--- src/rtl/pipe_stage_reg.sv ---
// pipe_stage_reg: valid/ready pipeline register carrying a control vector and
// a payload, with an optional second (skid) entry that registers in_ready.
//
// Ports:
//   clk, rst_n   - rising-edge clock, synchronous active-low reset
//   flush        - synchronous kill of every held entry (redirect)
//   in_valid     - upstream offers in_ctrl/in_data
//   in_ready     - stage can accept this cycle (forced low while in reset)
//   in_ctrl      - control bits, zeroed whenever the output is a bubble
//   in_data      - payload, passed through unchanged
//   out_valid    - downstream sees a live entry on out_ctrl/out_data
//   out_ready    - downstream accepts this cycle
//   out_ctrl     - control bits of the head entry, all-zero in a bubble
//   out_data     - payload of the head entry, holds last value in a bubble
//   occ          - number of entries currently held (0..1+SKID)
//
// Parameters:
//   DATA_W - payload width
//   CTRL_W - control vector width
//   SKID   - 0: single entry, in_ready combinational from out_ready
//            1: two entries, in_ready is a flop (no out_ready -> in_ready path)

module pipe_stage_reg #(
  parameter int DATA_W = 32,
  parameter int CTRL_W = 8,
  parameter int SKID   = 1
) (
  input  logic              clk,
  input  logic              rst_n,
  input  logic              flush,
  input  logic              in_valid,
  output logic              in_ready,
  input  logic [CTRL_W-1:0] in_ctrl,
  input  logic [DATA_W-1:0] in_data,
  output logic              out_valid,
  input  logic              out_ready,
  output logic [CTRL_W-1:0] out_ctrl,
  output logic [DATA_W-1:0] out_data,
  output logic [1:0]        occ
);

  // Main (head) entry; this is what downstream sees.
  logic              m_vld;
  logic [CTRL_W-1:0] m_ctrl;
  logic [DATA_W-1:0] m_data;

  logic in_fire;
  logic out_fire;

  assign in_fire  = in_valid & in_ready;
  assign out_fire = m_vld & out_ready;

  // m_ctrl is kept at zero whenever m_vld is low, so the bubble rule
  // holds straight off the register.
  assign out_valid = m_vld;
  assign out_ctrl  = m_ctrl;
  assign out_data  = m_data;

  if (SKID == 0) begin : g_single

    // Accept when empty or when the current entry leaves this edge.
    assign in_ready = rst_n & (out_ready | ~m_vld);
    assign occ      = {1'b0, m_vld};

    always_ff @(posedge clk) begin
      if (!rst_n) begin
        m_vld  <= 1'b0;
        m_ctrl <= '0;
        m_data <= '0;
      end else if (flush) begin
        m_vld  <= 1'b0;
        m_ctrl <= '0;
      end else if (in_fire) begin
        m_vld  <= 1'b1;
        m_ctrl <= in_ctrl;
        m_data <= in_data;
      end else if (out_fire) begin
        m_vld  <= 1'b0;
        m_ctrl <= '0;
      end
    end

  end else begin : g_skid

    // Skid entry: holds the word that arrived while the head was stalled.
    logic              s_vld;
    logic [CTRL_W-1:0] s_ctrl;
    logic [DATA_W-1:0] s_data;
    logic              rdy_q;

    logic              m_vld_n;
    logic [CTRL_W-1:0] m_ctrl_n;
    logic [DATA_W-1:0] m_data_n;
    logic              s_vld_n;
    logic [CTRL_W-1:0] s_ctrl_n;
    logic [DATA_W-1:0] s_data_n;

    // rdy_q resets high so in_ready rises as soon as rst_n does;
    // the rst_n gate keeps it low during reset.
    assign in_ready = rdy_q & rst_n;
    assign occ      = {m_vld & s_vld, m_vld ^ s_vld};

    always_comb begin
      m_vld_n  = m_vld;
      m_ctrl_n = m_ctrl;
      m_data_n = m_data;
      s_vld_n  = s_vld;
      s_ctrl_n = s_ctrl;
      s_data_n = s_data;
      if (out_fire) begin
        if (s_vld) begin
          // Skid promotes to head; in_ready is low, so no input now.
          m_vld_n  = 1'b1;
          m_ctrl_n = s_ctrl;
          m_data_n = s_data;
          s_vld_n  = 1'b0;
          s_ctrl_n = '0;
        end else if (in_fire) begin
          m_vld_n  = 1'b1;
          m_ctrl_n = in_ctrl;
          m_data_n = in_data;
        end else begin
          m_vld_n  = 1'b0;
          m_ctrl_n = '0;
        end
      end else if (in_fire) begin
        if (m_vld) begin
          s_vld_n  = 1'b1;
          s_ctrl_n = in_ctrl;
          s_data_n = in_data;
        end else begin
          m_vld_n  = 1'b1;
          m_ctrl_n = in_ctrl;
          m_data_n = in_data;
        end
      end
    end

    always_ff @(posedge clk) begin
      if (!rst_n) begin
        m_vld  <= 1'b0;
        m_ctrl <= '0;
        m_data <= '0;
        s_vld  <= 1'b0;
        s_ctrl <= '0;
        s_data <= '0;
        rdy_q  <= 1'b1;
      end else if (flush) begin
        m_vld  <= 1'b0;
        m_ctrl <= '0;
        s_vld  <= 1'b0;
        s_ctrl <= '0;
        rdy_q  <= 1'b1;
      end else begin
        m_vld  <= m_vld_n;
        m_ctrl <= m_ctrl_n;
        m_data <= m_data_n;
        s_vld  <= s_vld_n;
        s_ctrl <= s_ctrl_n;
        s_data <= s_data_n;
        rdy_q  <= ~s_vld_n;
      end
    end

  end

endmodule

--- config.mk ---
export PLATFORM = sky130hd
export DESIGN_NAME = pipe_stage_reg
export DESIGN_NICKNAME = d
export VERILOG_FILES = /design/src/rtl/pipe_stage_reg.sv
export SDC_FILE = /design/constraint.sdc
export NUM_CORES = 1
export LEC_CHECK = 0
export CAP_MARGIN = 20
export CORE_MARGIN = 3
export CORE_UTILIZATION = 54
export DETAILED_ROUTE_END_ITERATION = 7
export PLACE_DENSITY = 0.85
export SLEW_MARGIN = 25
export SYNTH_ARGS = -nofsm -noshare
export SYNTH_HDL_FRONTEND = slang
export SYNTH_SLANG_ARGS = --single-unit
--- constraint.sdc ---
create_clock -name clk -period 3.2 [get_ports clk]
set_input_delay 0.64 -clock clk [delete_from_list [all_inputs] [get_ports clk]]
set_output_delay 0.64 -clock clk [all_outputs]
set_load 0.02 [all_outputs]
=== Yosys cells after proc, flatten, opt, wreduce, memory -nomap -nowiden ===
Index checks and enable logic that the tools add are counted.

* Bits in registers: 83
* Input bits: 45
* Output and inout bits: 44
* Logic and storage cells: 47

* Eq/ne operators: 2
* Muxes and demuxes: 21
* Bitwise operators: 9
* Reductions and logical operators: 8

{| class="wikitable"
|+ Operators with widths
! operator !! count
|-
| two-way mux 32 bit || 5
|-
| two-way mux 8 bit || 9
|-
| AND reduction 4 bit || 2
|-
| two-way mux 1 bit || 7
|-
| nonzero test 2 bit || 3
|-
| bitwise AND 1 bit || 4
|-
| != test 2 x 1 -> 1 bit (second input constant) || 2
|-
| inverter 1 bit || 4
|-
| AND reduction 3 bit || 1
|-
| AND reduction 2 bit || 1
|-
| OR reduction 2 bit || 1
|-
| XOR 1 bit || 1
|}

=== Depth between registers and ports, before layout ===
Gate-level depths: netlist of the first run.

* Word-level depth: 5
* Depth in mapped cells: 7
* Mapped depth without buffers: 4

=== Worst setup path after synthesis of the first run ===
Ideal clock, no wire load.

* Kind: reg2out
* From: reg m_vld, in the netlist out_valid
* To: out occ[0]
* Data arrival time: 1.140 ns
* Setup slack: 1.420 ns
* Stages on the path, launching flop included: 4
* Path buffers: 1
* Path through: dfxtp_1 -> buf_2 -> inv_1 -> ha_1

* Cells in the longest elaborated chain, start to end: 1

{| class="wikitable"
|+ RTL lines
! item !! RTL line !! RTL
|-
| start, declared || 43 || <nowiki>logic m_vld;</nowiki>
|-
| start signal, assigned || 155 || <nowiki>m_vld <= m_vld_n;</nowiki>
|-
| XOR 1 bit || 101 || <nowiki>assign occ = {m_vld & s_vld, m_vld ^ s_vld};</nowiki>
|-
| end, declared || 39 || <nowiki>output logic [1:0] occ</nowiki>
|}

Every way passes these cells.

=== Final worst setup path of the first run ===
* From: in rst_n
* To: out in_ready

* Cells in the longest elaborated chain, start to end: 1

{| class="wikitable"
|+ RTL lines
! item !! RTL line !! RTL
|-
| start, declared || 29 || <nowiki>input logic rst_n,</nowiki>
|-
| bitwise AND 1 bit || 100 || <nowiki>assign in_ready = rdy_q & rst_n;</nowiki>
|-
| end, declared || 32 || <nowiki>output logic in_ready,</nowiki>
|}

Every way passes these cells.

==> results list, run 1 <==
- Number of distinct standard cells referenced by the synthesized netlist: 39
- In the synthesized netlist, the number of instances is around 400.
- After layout, the minimum clock period comes to approximately 2700 ps.
- Setup violations remaining at the end of the flow were counted as 0.
* Antenna violations before repair: 0
- Post-cts resize count: 0
- Worst endpoint data arrival time: between 2000 and 2500 ps
- In this run, post-CTS hold repair placed 0 buffers.
* Core Rows: 30
* Crit path cell chain: clkdlybuf4s50_1, and2_1, clkdlybuf4s50_1
* Clock tree from TritonCTS: yes
- The number of global-route vias before repair came to between 3,000 and 4,000.
* Capturing element type of the critical path: output pin
* Initial Util: between 50% and 60%
- The tool flagged a number of max-cap violations equal to 0.
* Slew @ Worst Pin: between 800 and 900 ps
* Global-route wire length before repair: approximately 17 mm
* # clock sinks: 83
- Clock latency on the worst-skew pair, taken at its later pin, is around 350 ps.
- Die outline height: about 90 microns
- DR vias: 3,440
- The routed design has ~10 mm of wire.
- After detailed routing, the number of remaining DRC violations is 0.
- Post-synthesis net count: approximately 450
- Core Box Area: 0.006832 sq mm
- CP max-delay cell: sky130_fd_sc_hd__clkdlybuf4s50_1
- CTS buffer count: 9
* Post-synthesis sequential area ratio: 43.20%
- The H-tree was split into 3 levels.
- The Yosys step of the flow raised 0 warnings.
* Most used cell along the critical path: sky130_fd_sc_hd__clkdlybuf4s50_1
- In this run the power density over the cells is around 430 mW/mm^2.
* Classification of the worst-slack hold path: reg2reg
* Sum of net half-perimeters after detailed placement: around 6.5 mm
* Lkg Pwr: 0.001813 uW
- Drt via density: 6.035
* Number of buffers on the longest clock path: 2
- Worst-path maximum fanout: 10
- Setup repair after global routing missed its margin: no
* Final design utilization: 72.22%
* Worst clock skew: ~10 ps
- Clock-pin slew was measured on the worst setup and hold paths at ~80 ps.
- Residual overflow from global routing: 0
* Number of nets at the end of the flow: roughly 520
* N_diodes: 0
- Slew Viols, Final: 0
- Maximum number of pins on one net before global-route repair: 65
* Highest Clock Rate: 371.0 MHz
- The hold violation total from the final report was 0.
- The detail route stage leaves a number of antenna-violating nets equal to 0.
- The detailed router finished its first iteration with about 190 violations.
- STA classifies the critical path startpoint as an input pin.
- On the worst path, the slowest cell contributes a delay of between 600 and 700 ps.
- Final critical-path share of the clock period: a little over four fifths
- Die X-Extent: ~90 microns
* Port buffer count: 88
* Path type of the worst setup path: in2out
- The cell sitting at the root of the clock tree is a sky130_fd_sc_hd__clkbuf_8.
* Cell family with most CP delay: buffers and inverters
- Number of primary I/O pins: between 80 and 90
* Final Wtd Congestion: 0.8094
- Together, buffers and inverters on the worst path number 2.
- Dividing the synthesized area by the synthesized cell count gives 9.640 sq um.
* Netlist Area Pre-Place: 0.003846 sq mm
* Routed length per instance: between 15 and 20 microns
- Gr usage total: about 25%
* Result of the run: finished, final reports clean
* Post-synthesis register bit count: 83
- Data required time of the critical path: ~2600 ps
- Number of iterations in the first detailed-routing pass: 4
- Measured against its own limit, the worst slew margin works out to approximately 45%.
- After clock tree synthesis, the setup repair step added 0 buffers.
* Share of cells above drive strength 1: between 10% and 20%
- For the final routed database, the setup TNS stands at 0 ps.
- The die covers 0.008171 sq mm.
* Worst vdd rail ir drop: 0.2146 mV
- Compared with the post-synthesis result, the final layout area differs by 28.27%.
[synthesized netlist by cell type (all sizes together)]
library cell,n,area [sq um]
nand3,42,215.2
a221oi,6,52.55
ha,2,25.02
a21oi,33,165.2
a211oi,32,390.4
a311oi,2,17.52
mux2,6,67.56
nand4,1,6.260
dfxtp,83,1662
o21ai,41,205.2
a31o,1,8.760
and4,1,8.760
o21a,1,7.510
a31oi,32,200.2
a32o,9,91.34
nor3b,1,12.51
and2,3,18.77
nor3,2,10.01
nand2b,1,6.260
clkbuf,24,91.33
nand4b,1,8.760
nand2,4,15.01
mux2i,32,320.3
or3b,1,8.760
and3,2,17.52
buf,20,133.9
and4b,2,20.02
and3b,1,8.760
nor2,3,13.77
inv,10,37.54
[worst reg2reg max path, stage by stage (launching register included)]
cell and delay [ps]:
sky130_fd_sc_hd__dfxtp_1 310, sky130_fd_sc_hd__buf_4 190, sky130_fd_sc_hd__or3b_1 550, sky130_fd_sc_hd__buf_4 270, sky130_fd_sc_hd__o21ai_0 190, sky130_fd_sc_hd__a21oi_1 90
[cell type report]
class | instances | area (sq um)
multi-input cells | 262 | 1928
fillers | 535 | 1898
flip-flops and latches | 83 | 1662
repair buffers | 103 | 1006
clock buffers | 12 | 155.1
well taps | 96 | 120.1
inverters | 10 | 37.54
clock inverters | 4 | 25.02
[routing by layer]
metal / track usage [%] / vias up / share of wire, % / wire length (microns)
li1: - / 1660 / - / -
met1: 32.83 / 1662 / 44 / 4443
met2: 41.19 / 110 / 49 / 4950
met3: 4.417 / 8 / 5.2 / 522
met4: 8.291 / 0 / 1.1 / 106
met5: 0 / - / 0 / 0
[per-stage QoR]
step | std cells | power, uW | cell area (sq um) | setup WS, ps | hold WS [ps]
after global routing | 570 | 2177 | 4933 | 413.6 | 486.4
final | 570 | 2111 | 4933 | 504.4 | 468.1
after floorplan | 399 | 1283 | 3846 | 1420 | 453.2
after global placement | 554 | 1428 | 4753 | 538.8 | 459.0
after CTS | 570 | 2113 | 4933 | 507.3 | 470.8
after detailed placement | 554 | 1436 | 4753 | 512.3 | 458.3
[where the power goes]
part	total, uW	switching [uW]	leakage, uW	internal, uW
registers	1080	16.0	0.000673	1060
clock network	696	374	0.0000884	322
logic	338	183	0.00105	155
total	2110	573	0.00181	1540
[final timing paths]
check                            startpoint                end  slack (ps)  cells after the start
worst max-delay path                  rst_n           in_ready         500                      3
worst min-delay path            out_ctrl[0]        out_ctrl[0]         470                      2
worst max register to register    out_valid  g_skid.s_data[31]        1470                      5
worst min register to register  out_ctrl[0]        out_ctrl[0]         470                      2
[registers in the layout (all words and copies together) (netlist names)]
signal and count:
g_skid.rdy_q 1, g_skid.s_ctrl 8, out_valid 1, g_skid.s_vld 1
out_ctrl 8, g_skid.s_data 32, out_data 32
[cells in the final DEF (no fill, tap or decap), drive strengths merged, types with 3 or more instances in the layout]
master	netlist	routed
a31oi	32	32
clkdlybuf4s50	0	88
nand3	42	42
dfxtp	83	83
clkbuf	24	12
mux2	6	6
nor2	3	3
a211oi	32	32
o21ai	41	41
buf	20	15
nand2	4	4
a221oi	6	6
a21oi	33	33
inv	10	10
and2	3	3
a32o	9	9
mux2i	32	32
[cells by family (layout without fill, tap and decap cells)]
group                    after synthesis  count (layout)  share of synthesized area [%]
AND/OR/NAND/NOR                       65              65                          9.630
multiplexers                          38              38                          10.08
AO/OA/AOI/OAI                        157             157                          29.60
buffers and inverters                 54             129                          6.831
flip-flops                            83              83                          43.20
adder cells (fa/ha/maj)                2               2                         0.6505
Power figures use the tool's default switching activity.
==> run 2: changes to the inputs <==
CORE_UTILIZATION = 50   (was 54)
PLACE_DENSITY = 0.8   (was 0.85)
clock period = 2.79 ns   (was 3.2 ns; I/O delays follow)
==> run 2 against run 1 <==
Compared with the run above:
- final cell count is 0.88% higher
- clock skew is 0.68 ps lower
- flip-flop and latch count unchanged
- clock power increased by 28%
- first-iteration DRC count increased by 2.6%
- routed wire length down 0.72%
- combinational power rose by 14%
- power is 19% higher
- sequential share of layout area down 0.20 points
- sequential power grew 14%
- clock-buffer cell count is 1 lower
- via count is 0.32% lower
==> results list, run 2 (synthesized netlist as in run 1, its figures left out) <==
* Global-route wire length before repair: between 15 and 20 mm
* Die outline height: about 94 microns
- Number of DRC violations after detailed-routing iteration 0: 197
* Number of primary I/O pins: 89
- In this run the cell area measured after placement is ~0.0048 sq mm.
- Core Rows: 31
- Clock root buffer master: sky130_fd_sc_hd__clkbuf_8
- Classification of the worst-slack hold path: reg2reg
- The worst setup path is captured at an output pin.
* Final critical-path share of the clock period: roughly 87%
* Number of buffers on the longest clock path: 2
* Slew Viols, Final: 0
- P per Cell Area: just over 500 mW/mm^2
- After clock tree synthesis, the setup repair step added 0 buffers.
* Worst endpoint data arrival time: ~1900 ps
- Multi-input gate area: 0.001928 sq mm
* Setup repair after global routing missed its margin: no
- Once layout is done, the placed cells without fillers occupy roughly 0.005 sq mm.
* Gr usage total: ~23%
- Data required time of the critical path: ~2200 ps
- Area Growth Syn to Fin: 29.05%
- Summed over all nets, the half-perimeter wirelength after detailed placement is ~6.4 mm.
- The worst pin sits at a relative slew slack of approximately 45%.
- In this run the worst path has a maximum fanout of 15.
- Post-cts resize count: 0
- The die covers 0.008781 sq mm.
- Clock tree synthesis inserted a total of 9 buffers.
- Counting the fill cells in the layout gives between 500 and 600.
- Result of the run: finished, final reports clean
- The hold violation total from the final report is 0.
- The final layout contains routed wiring with a total length of approximately 10 mm.
- The tool flagged a number of max-cap violations equal to 0.
- TritonCTS built the clock tree.
- Die X-Extent: about 94 microns
- The clock arrives with roughly 9.3 ps of skew.
* CTS H-tree depth: 3
- Residual overflow from global routing: 0
* Share of cells above drive strength 1: between 10% and 20%
* Post-DRT Antenna Nets: 0
- Kind of start point of the critical path: flop
- Summed negative setup slack over all endpoints: 0 ps
- The initial antenna violation count was 0.
- The tree built by TritonCTS fans out to 83 sinks.
* Number of remaining DRC errors: 0
- In the final routed layout, each cell accounts on average for roughly 17 microns.
- Path type of the worst setup path: reg2out
* Sequential Area: 0.001662 sq mm
- Port buffer count: between 80 and 90
* Clock slew seen by the registers of the worst setup and hold paths: roughly 90 ps
- For the pin with the worst max-slew slack, the measured transition is a little over 800 ps.
- The number of hold buffers added after CTS was 0.
* Final Total Pwr: about 2500 uW
- Setup violations remaining at the end of the flow were counted as 0.
- Most common library cell in the layout ignoring fill and taps: sky130_fd_sc_hd__clkdlybuf4s50_1
* Commonest cells after routing, fill and taps aside: sky130_fd_sc_hd__clkdlybuf4s50_1 (88), sky130_fd_sc_hd__dfxtp_1 (83), sky130_fd_sc_hd__nand3_1 (41), sky130_fd_sc_hd__a21oi_1 (33)
* Initial Util: 52.19%
- At the end of routability-driven placement, the weighted congestion stood at approximately 0.84.
- The final route contains 3,429 vias.
- Highest Clock Rate: 414.1 MHz
- At the later pin of the worst-skew pair, clock insertion delay measures approximately 350 ps.
- The number of global-route vias before repair came to ~3,300.
- For this run, the post-layout net count is 518.
- In this run the standard cell core region covers about 0.0074 sq mm.
* Maximum number of pins on one net before global-route repair: between 60 and 70
* Lkg Pwr: approximately 0.0018 uW
- Number of iterations in the first detailed-routing pass: 4
* Drt via density: a little under 6
- Final min period: roughly 2400 ps
- Worst vdd rail ir drop: about 0.34 mV
- N_diodes: 0
[run 2: cell types whose count changed in the layout (fill, tap and decap cells not counted), sizes merged]
cell / previous run / this run
bufinv: 0 / 1
buf: 15 / 17
clkbuf: 12 / 11
[run 2: through the flow]
stage               std cells  worst slack [ps]  hold slack [ps]  util (%)
global route              575             301.2            482.3     67.35
floorplan                 399              1092            453.2         -
global placement          559             473.5            458.2     64.58
CTS                       575             378.3            476.2     67.35
detailed placement        559             401.1            462.8     64.58
finish                    575             375.0            471.0     67.35
[run 2: report_power, final]
| part | leakage, uW | switching, uW | internal [uW] | total, uW |
|---|---|---|---|---|
| Combinational | 0.00106 | 208 | 178 | 387 |
| Sequential | 0.000673 | 18.2 | 1220 | 1230 |
| Clock | 0.0000957 | 448 | 442 | 890 |
[run 2: worst paths after layout]
path | from | end | slack (ps) | cells past startpoint
max | out_valid | occ[0] | 370 | 4
min | out_ctrl[4] | out_ctrl[4] | 470 | 2
max reg2reg | g_skid.rdy_q | out_data[1] | 1110 | 3
min reg2reg | out_ctrl[4] | out_ctrl[4] | 470 | 2
[run 2: final cells by class]
| cell class | count | area share [%] |
|---|---|---|
| multi-input combinational | 262 | 38.85 |
| inverter | 10 | 0.7562 |
| sequential | 83 | 33.48 |
| clock buffer | 11 | 2.849 |
| timing repair buffer | 105 | 20.32 |
| clock inverter | 5 | 1.260 |
| tap | 99 | 2.496 |
[run 2: critical path: stages, from the launching register on]
cell and delay [ps]:
sky130_fd_sc_hd__dfxtp_1 310, sky130_fd_sc_hd__buf_4 190, sky130_fd_sc_hd__inv_1 80, sky130_fd_sc_hd__ha_1 310, sky130_fd_sc_hd__clkdlybuf4s50_1 620
[run 2: routing by layer]
metal / GRT usage, % / vias to the layer above / part of all wire, %
li1: - / 1660 / -
met1: 31.23 / 1624 / 45
met2: 36.13 / 136 / 47
met3: 6.410 / 9 / 7.8
met4: 5.776 / 0 / 0.94
met5: 0 / - / 0
==> run 3: changes to the inputs <==
clock period = 2.4 ns   (was 2.79 ns; I/O delays follow)
==> run 3 against run 2 <==
Compared with the run above:
- die area unchanged
- combinational power rose by 18%
- via count rose by 0.99%
- register-to-register slack got worse by 290 ps
==> results list, run 3 (synthesized netlist as in run 1, its figures left out) <==
- Setup repair after global routing left no endpoint under its margin.
- Max cap viols: 0
- Among all stages on the critical path, the largest delay is contributed by sky130_fd_sc_hd__clkdlybuf4s50_1.
* Routed length per instance: between 15 and 20 microns
* Worst vdd rail ir drop: between 0.3 and 0.4 mV
- Quantity of hold-fixing buffers added after cts: 0
- Global-route wire length before repair: between 15 and 20 mm
- Worst rel slew slack: between 60% and 70%
- Path type of the worst setup path: in2out
* # clock sinks: 83
- Final count of hold timing violations: 0
* Highest Clock Rate: around 460 MHz
- The number of clock buffers added by TritonCTS is 9.
* N_diodes: 0
- The number of gates resized after CTS was 0.
- Clock tree from TritonCTS: yes
- The cell sitting at the root of the clock tree is a sky130_fd_sc_hd__clkbuf_8.
- Number of global-route vias before repair: roughly 3,300
- Measured on the finished design, the core utilization comes to around 67%.
- Crit path largest cell delay: roughly 600 ps
- Most common library cell in the layout ignoring fill and taps: sky130_fd_sc_hd__clkdlybuf4s50_1
- The longest clock path from root to sink contains 2 buffers.
* Core Rows: 31
- Final critical-path share of the clock period: 90.10%
- Capturing element type of the critical path: output pin
* Core Box Area: around 0.0074 sq mm
* Worst-path maximum fanout: 2
- For this run, global-route usage on met2 was measured as 34.89%.
- Residual overflow from global routing: 0
* Post-DRT Antenna Nets: 0
* Number of primary I/O pins: 89
- During placement, the flow inserted port buffers numbering about 90.
- The initial antenna violation count came to 0.
* Initial Util: 52.19%
- Commonest cells after routing, fill and taps aside: sky130_fd_sc_hd__clkdlybuf4s50_1 (88), sky130_fd_sc_hd__dfxtp_1 (83), sky130_fd_sc_hd__nand3_1 (41), sky130_fd_sc_hd__a21oi_1 (33)
- The net count of the finished layout is ~520.
- Sum of net half-perimeters after detailed placement: 6.534 mm
- The clock arrives with roughly 10 ps of skew.
- After clock tree synthesis, the clock-pin slew on the worst setup and hold paths is 80 ps.
- Drt via density: roughly 6.0
- For the pin with the worst max-slew slack, the measured transition is roughly 570 ps.
- In the routed design, unresolved DRC markers number 0.
- Share of cells above drive strength 1: between 10% and 20%
- Final Wtd Congestion: 0.8550
- Lkg Pwr: around 0.0018 uW
- Die ar.: between 0.008 and 0.009 sq mm
- In this run the number of H-tree levels came out at 3.
- Final min period: roughly 2200 ps
- The final route contains ~3,500 vias.
- Traced cell by cell, the critical path runs through clkdlybuf4s50_1, and2_1, clkdlybuf4s50_1.
- Number of iterations in the first detailed-routing pass: 4
- The clock reaches the later pin of the worst-skew pair after approximately 350 ps.
* Die outline height: ~94 microns
- Wires add up to between 9 and 10 mm.
* P per Cell Area: 561.2 mW/mm^2
- Adding up every negative setup slack in the final design gives 0 ps.
- Setup violations remaining at the end of the flow were counted as 0.
- Slew Viols, Final: 0
- Gr usage total: ~23%
* Worst endpoint data arrival time: ~1700 ps
- Measured along the x axis, the die boundary spans between 90 and 100 microns.
* Number of DRC violations after detailed-routing iteration 0: between 150 and 200
* Area Growth Syn to Fin: 29.21%
- Data on the critical path is required at its endpoint by between 1500 and 2000 ps.
- Result of the run: finished, final reports clean
- Classification of the worst-slack hold path: reg2reg
- Met1 demand-to-capacity share in global routing: 31.59%
- In this design, the critical path's most frequently occurring cell is sky130_fd_sc_hd__clkdlybuf4s50_1.
- Entering global routing, the biggest net connects 37 pins.
* Met3 routing resource usage after global routing: 5.449%
* Busiest layer in global routing: met2
- Kind of start point of the critical path: input pin
- Number of setup buffers added after CTS: 0
run 3: cell count changes in the layout (fill, tap and decap cells not counted), sizes merged:
cell,delta
buf,+4
bufinv,-1
clkbuf,+1
clkinv,-1
clkinvlp,-1
run 3: cell type report:
| class | count | area [sq um] |
|---|---|---|
| clock inverter | 2 | 12.51 |
| fill | 553 | 2400 |
| inverter | 10 | 37.54 |
| sequential | 83 | 1662 |
| multi-input combinational | 262 | 1928 |
| clock buffer | 12 | 155.1 |
| tap | 99 | 123.9 |
| timing repair buffer | 109 | 1051 |
run 3: metrics by stage:
step / worst slack (ps) / hold slack (ps) / power (uW) / instance area [sq um] / cells
6_report: 237.7 / 472.7 / 2789 / 4970 / 577
5_1_grt: 175.5 / 502.7 / 2888 / 4970 / 577
4_1_cts: 221.1 / 476.1 / 2797 / 4970 / 577
3_5_place_dp: 206.5 / 464.7 / 1919 / 4802 / 563
3_3_place_gp: 248.9 / 458.9 / 1912 / 4802 / 563
2_1_floorplan: 780.0 / 453.2 / 1711 / 3846 / 399
run 3: worst paths after layout:
kind	from	endpoint	slack (ps)	depth (start not counted)
max	rst_n	in_ready	240	3
min	out_ctrl[3]	out_ctrl[3]	470	2
max reg2reg	out_valid	g_skid.s_data[0]	820	5
min reg2reg	out_ctrl[3]	out_ctrl[3]	470	2
run 3: worst max-delay path, delay by kind of cell:
| family | cells | cell delay, ps |
|---|---|---|
| simple gates | 1 | 130 |
| buf+inv | 2 | 1070 |
run 3: routing by layer:
| layer | share of wire, % | wire [microns] |
|---|---|---|
| met1 | 44 | 4440 |
| met2 | 47 | 4683 |
| met3 | 7.5 | 753 |
| met4 | 1.1 | 111 |
| met5 | 0 | 0 |
run 3: power breakdown:
part / total, uW / switching, uW / internal [uW]
logic: 455 / 243 / 211
registers: 1440 / 21.6 / 1410
clock network: 898 / 478 / 420
